[config.mk]
export PLATFORM = sky130hd
export DESIGN_NAME = fp_square
export DESIGN_NICKNAME = d
export VERILOG_FILES = /design/src/rtl/fp_square.sv
export SDC_FILE = /design/constraint.sdc
export NUM_CORES = 1
export LEC_CHECK = 0
export CORE_MARGIN = 5
export CORE_UTILIZATION = 49
export CTS_CLUSTER_DIAMETER = 30
export DETAILED_ROUTE_END_ITERATION = 8
export GPL_TIMING_DRIVEN = 0
export MAX_ROUTING_LAYER = met4
export PLACE_DENSITY = 0.76
export SYNTH_ARGS = -nofsm -noshare
export SYNTH_HDL_FRONTEND = slang
export SYNTH_SLANG_ARGS = --single-unit
[constraint.sdc]
create_clock -name clk -period 5.1 [get_ports clk]
set_input_delay 1.02 -clock clk [delete_from_list [all_inputs] [get_ports clk]]
set_output_delay 1.02 -clock clk [all_outputs]
set_load 0.005 [all_outputs]
[src/rtl/fp_square.sv]
`default_nettype none
// ============================================================================
// fp_square : sequential shift-add floating-point squarer (unpacked operands)
// Optional ROUND_NEAREST_EN selects round-to-nearest-even instead of truncate.
// Revision  : 1.0
// ============================================================================
module fp_square #(
  parameter int M_SIZE   = 53,
  parameter int EXP_SIZE = 11,
  parameter int DBL_BIAS = 1023,
  parameter int SGL_BIAS = 127
) (
  input  logic                clk,
  input  logic                rst,
  input  logic [M_SIZE-1:0]   in_mantisa,
  input  logic [EXP_SIZE-1:0] in_exp,
  input  logic                in_sign,
  input  logic                in_type,
  input  logic [2:0]          in_flags,
  input  logic                start,
  output logic [M_SIZE-1:0]   out_mantisa,
  output logic [EXP_SIZE-1:0] out_exp,
  output logic                out_sign,
  output logic [2:0]          out_flags,
  output logic                ready
);

  localparam int         P_W      = 2 * M_SIZE;
  localparam int         S_M      = 24;
  localparam int         S_SHIFT  = P_W - 2 * S_M;
  localparam logic [2:0] C_NORMAL = 3'b100;
  localparam logic [2:0] C_INF    = 3'b010;
  localparam logic [2:0] C_NAN    = 3'b001;
  localparam logic [2:0] C_ZERO   = 3'b000;

  typedef enum logic [1:0] {S_IDLE = 2'd0, S_MUL = 2'd1, S_NORM = 2'd2, S_DONE = 2'd3} state_t;

  function automatic logic [EXP_SIZE-1:0] inf_exp(input logic dbl);
    return dbl ? {EXP_SIZE{1'b1}} : EXP_SIZE'(8'hFF);
  endfunction

  function automatic logic [M_SIZE-1:0] hidden_mant(input logic dbl);
    return dbl ? (M_SIZE'(1) << (M_SIZE - 1)) : M_SIZE'(24'h800000);
  endfunction

  state_t              state_q, state_d;
  logic                type_q, type_d;
  logic [EXP_SIZE-1:0] exp_q, exp_d;
  logic [P_W-1:0]      acc_q, acc_d;
  logic [P_W-1:0]      mcand_q, mcand_d;
  logic [M_SIZE-1:0]   mplier_q, mplier_d;
  logic [5:0]          cnt_q, cnt_d;
  logic [M_SIZE-1:0]   omant_q, omant_d;
  logic [EXP_SIZE-1:0] oexp_q, oexp_d;
  logic [2:0]          oflags_q, oflags_d;
  logic                ready_q, ready_d;

  logic                  w_accept;
  logic [M_SIZE-1:0]     w_in_mant;
  logic                  w_norm;
  logic [P_W-1:0]        w_pd, w_pn;
  logic [M_SIZE-1:0]     w_mant_t, w_mant_f;
  logic signed [12:0]    w_e2, w_e2_f, w_e_max;

  assign w_accept  = start && (state_q == S_IDLE || state_q == S_DONE);
  assign w_in_mant = in_type ? in_mantisa : {{(M_SIZE-S_M){1'b0}}, in_mantisa[S_M-1:0]};

  // Align the product so its leading one always sits at bit P_W-1
  assign w_norm   = type_q ? acc_q[P_W-1] : acc_q[2*S_M-1];
  assign w_pd     = type_q ? acc_q : (acc_q << S_SHIFT);
  assign w_pn     = w_norm ? w_pd : (w_pd << 1);
  assign w_mant_t = type_q ? w_pn[P_W-1 -: M_SIZE]
                           : {{(M_SIZE-S_M){1'b0}}, w_pn[P_W-1 -: S_M]};
  assign w_e2     = 13'({1'b0, exp_q, 1'b0})
                  - (type_q ? 13'(DBL_BIAS) : 13'(SGL_BIAS))
                  + {12'd0, w_norm};
  assign w_e_max  = type_q ? 13'sd2047 : 13'sd255;

`ifdef ROUND_NEAREST_EN
  logic              w_guard, w_sticky, w_rnd_up, w_carry;
  logic [M_SIZE:0]   w_mant_r;
  assign w_guard  = type_q ? w_pn[P_W-1-M_SIZE] : w_pn[P_W-1-S_M];
  assign w_sticky = type_q ? |w_pn[P_W-2-M_SIZE:0] : |w_pn[P_W-2-S_M:0];
  assign w_rnd_up = w_guard & (w_sticky | w_mant_t[0]);
  assign w_mant_r = {1'b0, w_mant_t} + {{M_SIZE{1'b0}}, w_rnd_up};
  assign w_carry  = type_q ? w_mant_r[M_SIZE] : w_mant_r[S_M];
  assign w_mant_f = w_carry ? hidden_mant(type_q) : w_mant_r[M_SIZE-1:0];
  assign w_e2_f   = w_e2 + {12'd0, w_carry};
`else
  assign w_mant_f = w_mant_t;
  assign w_e2_f   = w_e2;
`endif

  always_comb begin
    state_d  = state_q;
    type_d   = type_q;
    exp_d    = exp_q;
    acc_d    = acc_q;
    mcand_d  = mcand_q;
    mplier_d = mplier_q;
    cnt_d    = cnt_q;
    omant_d  = omant_q;
    oexp_d   = oexp_q;
    oflags_d = oflags_q;
    ready_d  = ready_q;
    case (state_q)
      S_IDLE, S_DONE: begin
        if (state_q == S_DONE) ready_d = 1'b1;
        if (w_accept) begin
          ready_d  = 1'b0;
          type_d   = in_type;
          exp_d    = in_type ? in_exp : {{(EXP_SIZE-8){1'b0}}, in_exp[7:0]};
          acc_d    = '0;
          mcand_d  = {{M_SIZE{1'b0}}, w_in_mant};
          mplier_d = w_in_mant;
          cnt_d    = in_type ? 6'(M_SIZE) : 6'(S_M);
          state_d  = S_DONE;
          case (in_flags)
            C_NORMAL: state_d = S_MUL;
            C_INF: begin
              omant_d  = '0;
              oexp_d   = inf_exp(in_type);
              oflags_d = C_INF;
            end
            C_NAN: begin
              omant_d  = hidden_mant(in_type) | (hidden_mant(in_type) >> 1);
              oexp_d   = inf_exp(in_type);
              oflags_d = C_NAN;
            end
            default: begin
              omant_d  = '0;
              oexp_d   = '0;
              oflags_d = C_ZERO;
            end
          endcase
        end
      end
      S_MUL: begin
        if (mplier_q[0]) acc_d = acc_q + mcand_q;
        mcand_d  = mcand_q << 1;
        mplier_d = mplier_q >> 1;
        cnt_d    = cnt_q - 6'd1;
        if (cnt_q == 6'd1) state_d = S_NORM;
      end
      S_NORM: begin
        state_d = S_DONE;
        if (w_e2_f >= w_e_max) begin
          omant_d  = '0;
          oexp_d   = inf_exp(type_q);
          oflags_d = C_INF;
        end else if (w_e2_f <= 13'sd0) begin
          omant_d  = '0;
          oexp_d   = '0;
          oflags_d = C_ZERO;
        end else begin
          omant_d  = w_mant_f;
          oexp_d   = w_e2_f[EXP_SIZE-1:0];
          oflags_d = C_NORMAL;
        end
      end
      default: state_d = S_IDLE;
    endcase
  end

  always_ff @(posedge clk) begin
    if (rst) begin
      state_q  <= S_IDLE;
      type_q   <= 1'b0;
      exp_q    <= '0;
      acc_q    <= '0;
      mcand_q  <= '0;
      mplier_q <= '0;
      cnt_q    <= '0;
      omant_q  <= '0;
      oexp_q   <= '0;
      oflags_q <= '0;
      ready_q  <= 1'b0;
    end else begin
      state_q  <= state_d;
      type_q   <= type_d;
      exp_q    <= exp_d;
      acc_q    <= acc_d;
      mcand_q  <= mcand_d;
      mplier_q <= mplier_d;
      cnt_q    <= cnt_d;
      omant_q  <= omant_d;
      oexp_q   <= oexp_d;
      oflags_q <= oflags_d;
      ready_q  <= ready_d;
    end
  end

  // The square of any real number is non-negative, so the operand sign is unused
  logic w_unused_sign;
  assign w_unused_sign = in_sign;

  assign out_mantisa = omant_q;
  assign out_exp     = oexp_q;
  assign out_sign    = 1'b0;
  assign out_flags   = oflags_q;
  assign ready       = ready_q;

endmodule
`default_nettype wire
==> results.cfg, run 1 <==
[outcome]
status = finished, violations left
violations = capacitance limit

[critical_path]
required_ns = 5.64
worstSetupEndpointType = register
cp_max_fo = 10
crit_buf_inv = 2
path_cells = clkdlybuf4s50_1, nand2b_1, o21ai_1, nor2_1, nand2_1, nor2_1, clkbuf_1, a22o_1
arrival_ns = 5.44
crit_top_cell = nor2_1
slowest_delay_ns = 1.13
crit_family = simple AND/OR/NAND/NOR gates
path_class = in2reg
r2r_cells = 9
reg2reg_slack_ns = 0.28
start_kind = primary input
worst_r2r_endpoint = acc_q[82]
cpMaxStageDelayCell = nor2_1
r2r-start = state_q[0]

[pwr]
comb_power_share_pct = 34.1
swShare_pct = 38.8
power_frac_clock_pct = 38.9
p_leak_nw = 9.72
switchingPower_mw = 5.40
p_total_mw = 13.9
seqPwrFrac_pct = 27.0
cellPowerDensity_nw_per_um2 = 537
intPower_mw = 8.51
ir_worst_vdd_uv = 407

[clocking]
cts_buffers = 81
ctsHtreeMaxLevel = 3
cts-resized-gates = 0
cts_tree = built
clock-sinks = 353
clock_latency_ns = 0.62
clockRootBuffer = clkbuf_16
cts_hold_buf = 0
post-cts-setup-buffers = 0
cts_buffer_depth = 3
cts.clk_slew.worst_paths_ns = 0.04

[logic_synthesis]
yosys.area.top_type = dfxtp_1
synth_fp_nets = 2927
synth_most_common_cell = dfxtp_1
postSynthCellCount = 2735
synth_area_leaders = dfxtp_1 34%, ha_1 7.1%, a21oi_1 6.4%
ys.flop_type = dfxtp_1
mappedNetlistArea_um2 = 21000
ys_top_cells_by_count = 353 x dfxtp_1, 327 x nor2_1, 321 x nand2_1
synth_warnings = 0
async_reset_ff_share_pct = 0
seq_area_frac_synth_pct = 33.6
synth_seq_cells = 353
ys_types = 76
avgSynthCellArea_um2 = 7.68
synth_edf_count = 0
yosysTopAreaCellShare_pct = 33.6

[global_route]
grt_antenna_before_repair = 0
grt_max_degree = 12
grt_pass1_vias = 20900
grtUsageTotal_pct = 32.3
grt-ovfl-total = 0
grt_pass1_wl_um = 118000

[sta]
tns_ns = 0
worst_hold_slack_ns = 0.447
hold_viol = 0
slew_viol_final = 0
setup_viol = 0
rsz0062_at_grt = false
finalCritPeriodShare_pct = 96.1
worst_pin_slew_ns = 1.48
maxSlewHeadroom_pct = 1.01
finalWorstSetupSlack_ns = 0.198
fin_crit_ns = 4.90
fin_skew_ns = 0.0258
fmax_mhz = 204

[routing]
wl_per_cell_um = 21.5
drc = 0
vias = 21800
drtIter0Drc = 1954
via_per_inst = 6.12
first_pass_iters = 8
drt-total-wl_um = 76300
ant_nets = 0

[die]
fp-row-count = 75
core-area_um2 = 42200
die_h_um = 217
start_util_pct = 49.8
io-pin-count = 141
die_area_um2 = 47100
die_x_um = 217

[finish]
antenna_cells = 0
drive_gt1_share_pct = 5.44
syn2layout_area_growth_pct = 23.3
final_net_count = 3146
stdcell_area_um2 = 25900

[placed_design]
dp_hpwl_um = 59200
numPortBuffers = 137
gp_congestion = 1.00
placed_cell_area_um2 = 23100
dp_slack_ns = -0.247

[hold_path]
whs_path_depth = 2
hold_end = out_mantisa[31]
holdCritStartpoint = out_mantisa[31]
hold_path_class = reg2reg

[run]
cap_violations = 1
sequential cells by signal, indices dropped and copies added, names as in the netlist:
name,count
acc_q,106
mcand_q,106
mplier_q,53
out_mantisa,53
exp_q,11
out_exp,11
cnt_q,6
out_flags,3
state_q,2
ready,1
type_q,1
tightest hold or removal path: stages (launching register included):
cell and delay [ns]:
dfxtp_1 0.32, nand2_1 0.04, o21ai_0 0.05
power groups by stage:
stage / Clock, mW / Combinational, mW / Sequential, mW
after floorplan: 0 / 3.10 / 3.63
after global placement: 0 / 4.49 / 3.76
after detailed placement: 0 / 4.61 / 3.78
after CTS: 5.45 / 4.65 / 3.74
after global routing: 5.64 / 5.17 / 3.81
final: 5.42 / 4.74 / 3.76
cell type report:
cell class | instances | area [um2]
buffer | 195 | 764
inverter | 36 | 138
timing repair buffer | 137 | 1370
multi-input combinational | 2150 | 13000
tap | 539 | 674
clock inverter | 43 | 651
sequential | 353 | 7070
fill | 3763 | 16300
clock buffer | 103 | 2210
per-stage QoR:
stage,instances,utilization (%)
4_1_cts,3557,61.4
2_1_floorplan,2735,-
3_5_place_dp,3411,54.6
3_3_place_gp,3411,54.6
6_report,3556,61.4
5_1_grt,3556,61.4
routing by layer:
metal  vias up  track usage [%]  routed length [um]
met2       873             51.5               35100
met3       183             4.74                5290
met1     10300             41.6               32700
met4         0             12.6                3210
met5         -                -                   0
li1      10400                -                   -
cells by family (layout without fill, tap and decap cells):
family	count (synthesis)	in the layout	synth area share (%)
DFF	353	353	33.6
buffers and inverters	232	514	4.31
other	1	1	0.0178
AOI/OAI and AO/OA	916	916	27.7
and+or+nand+nor	956	956	20.3
muxes	53	53	2.54
adders and majority gates	120	120	7.18
xor gates and xnor gates	104	104	4.33
placed cells by master, fill, tap and decap left out, types with 6 or more instances in the layout:
cell	synthesis	routed
o211ai_1	12	12
xnor2_1	53	53
and2_1	6	6
buf_1	10	9
nand2_1	321	321
o31ai_1	8	8
or3_1	13	13
a22o_1	11	11
nand4_1	55	55
inv_1	34	34
clkinvlp_4	0	10
a221oi_1	7	7
or2_2	6	6
dfxtp_1	353	353
o21ai_0	181	181
clkinv_2	0	9
bufinv_16	0	14
clkbuf_8	0	8
nor3_1	83	83
a211oi_1	152	152
a21o_1	65	65
nand3_1	44	44
a22oi_1	100	100
nand2b_1	12	12
nor2_1	327	327
xor2_1	51	51
clkdlybuf4s50_1	0	137
a311oi_1	6	6
mux2i_1	52	52
clkbuf_16	0	82
clkbuf_1	176	189
a31oi_1	12	12
ha_1	119	119
a21oi_1	270	270
o21a_1	10	10
o21bai_1	26	26
nor2b_1	54	54
worst max path at each step:
stage	to	cells past startpoint	slack, ns	start
2_1_floorplan	out_exp[10]	18	1.33	type_q
3_3_place_gp	acc_q[82]	8	-0.06	start
3_5_place_dp	acc_q[82]	8	-0.25	start
4_1_cts	out_mantisa[38]	18	0.15	acc_q[47]
5_1_grt	out_mantisa[38]	18	0.24	type_q
6_report	acc_q[82]	8	0.20	start
Power figures use the tool's default switching activity.
==> run 2, diff against run 1 <==
==> constraint.sdc (replaced) <==
create_clock -name clk -period 5.1 [get_ports clk]
set_input_delay 0.765 -clock clk [delete_from_list [all_inputs] [get_ports clk]]
set_output_delay 0.765 -clock clk [all_outputs]
set_load 0.005 [all_outputs]
==> results of run 2 <==
Same layout as run 1 (identical final DEF). Status: finished, violations left: capacitance limit.
Main changes from that run: setup slack after placement -0.247 ns -> 0.00794 ns; clock-pin slew on the worst setup and hold paths 0.04 ns -> 0.05 ns; setup slack after layout 0.198 ns -> 0.284 ns; start point of the critical path start -> state_q[0]
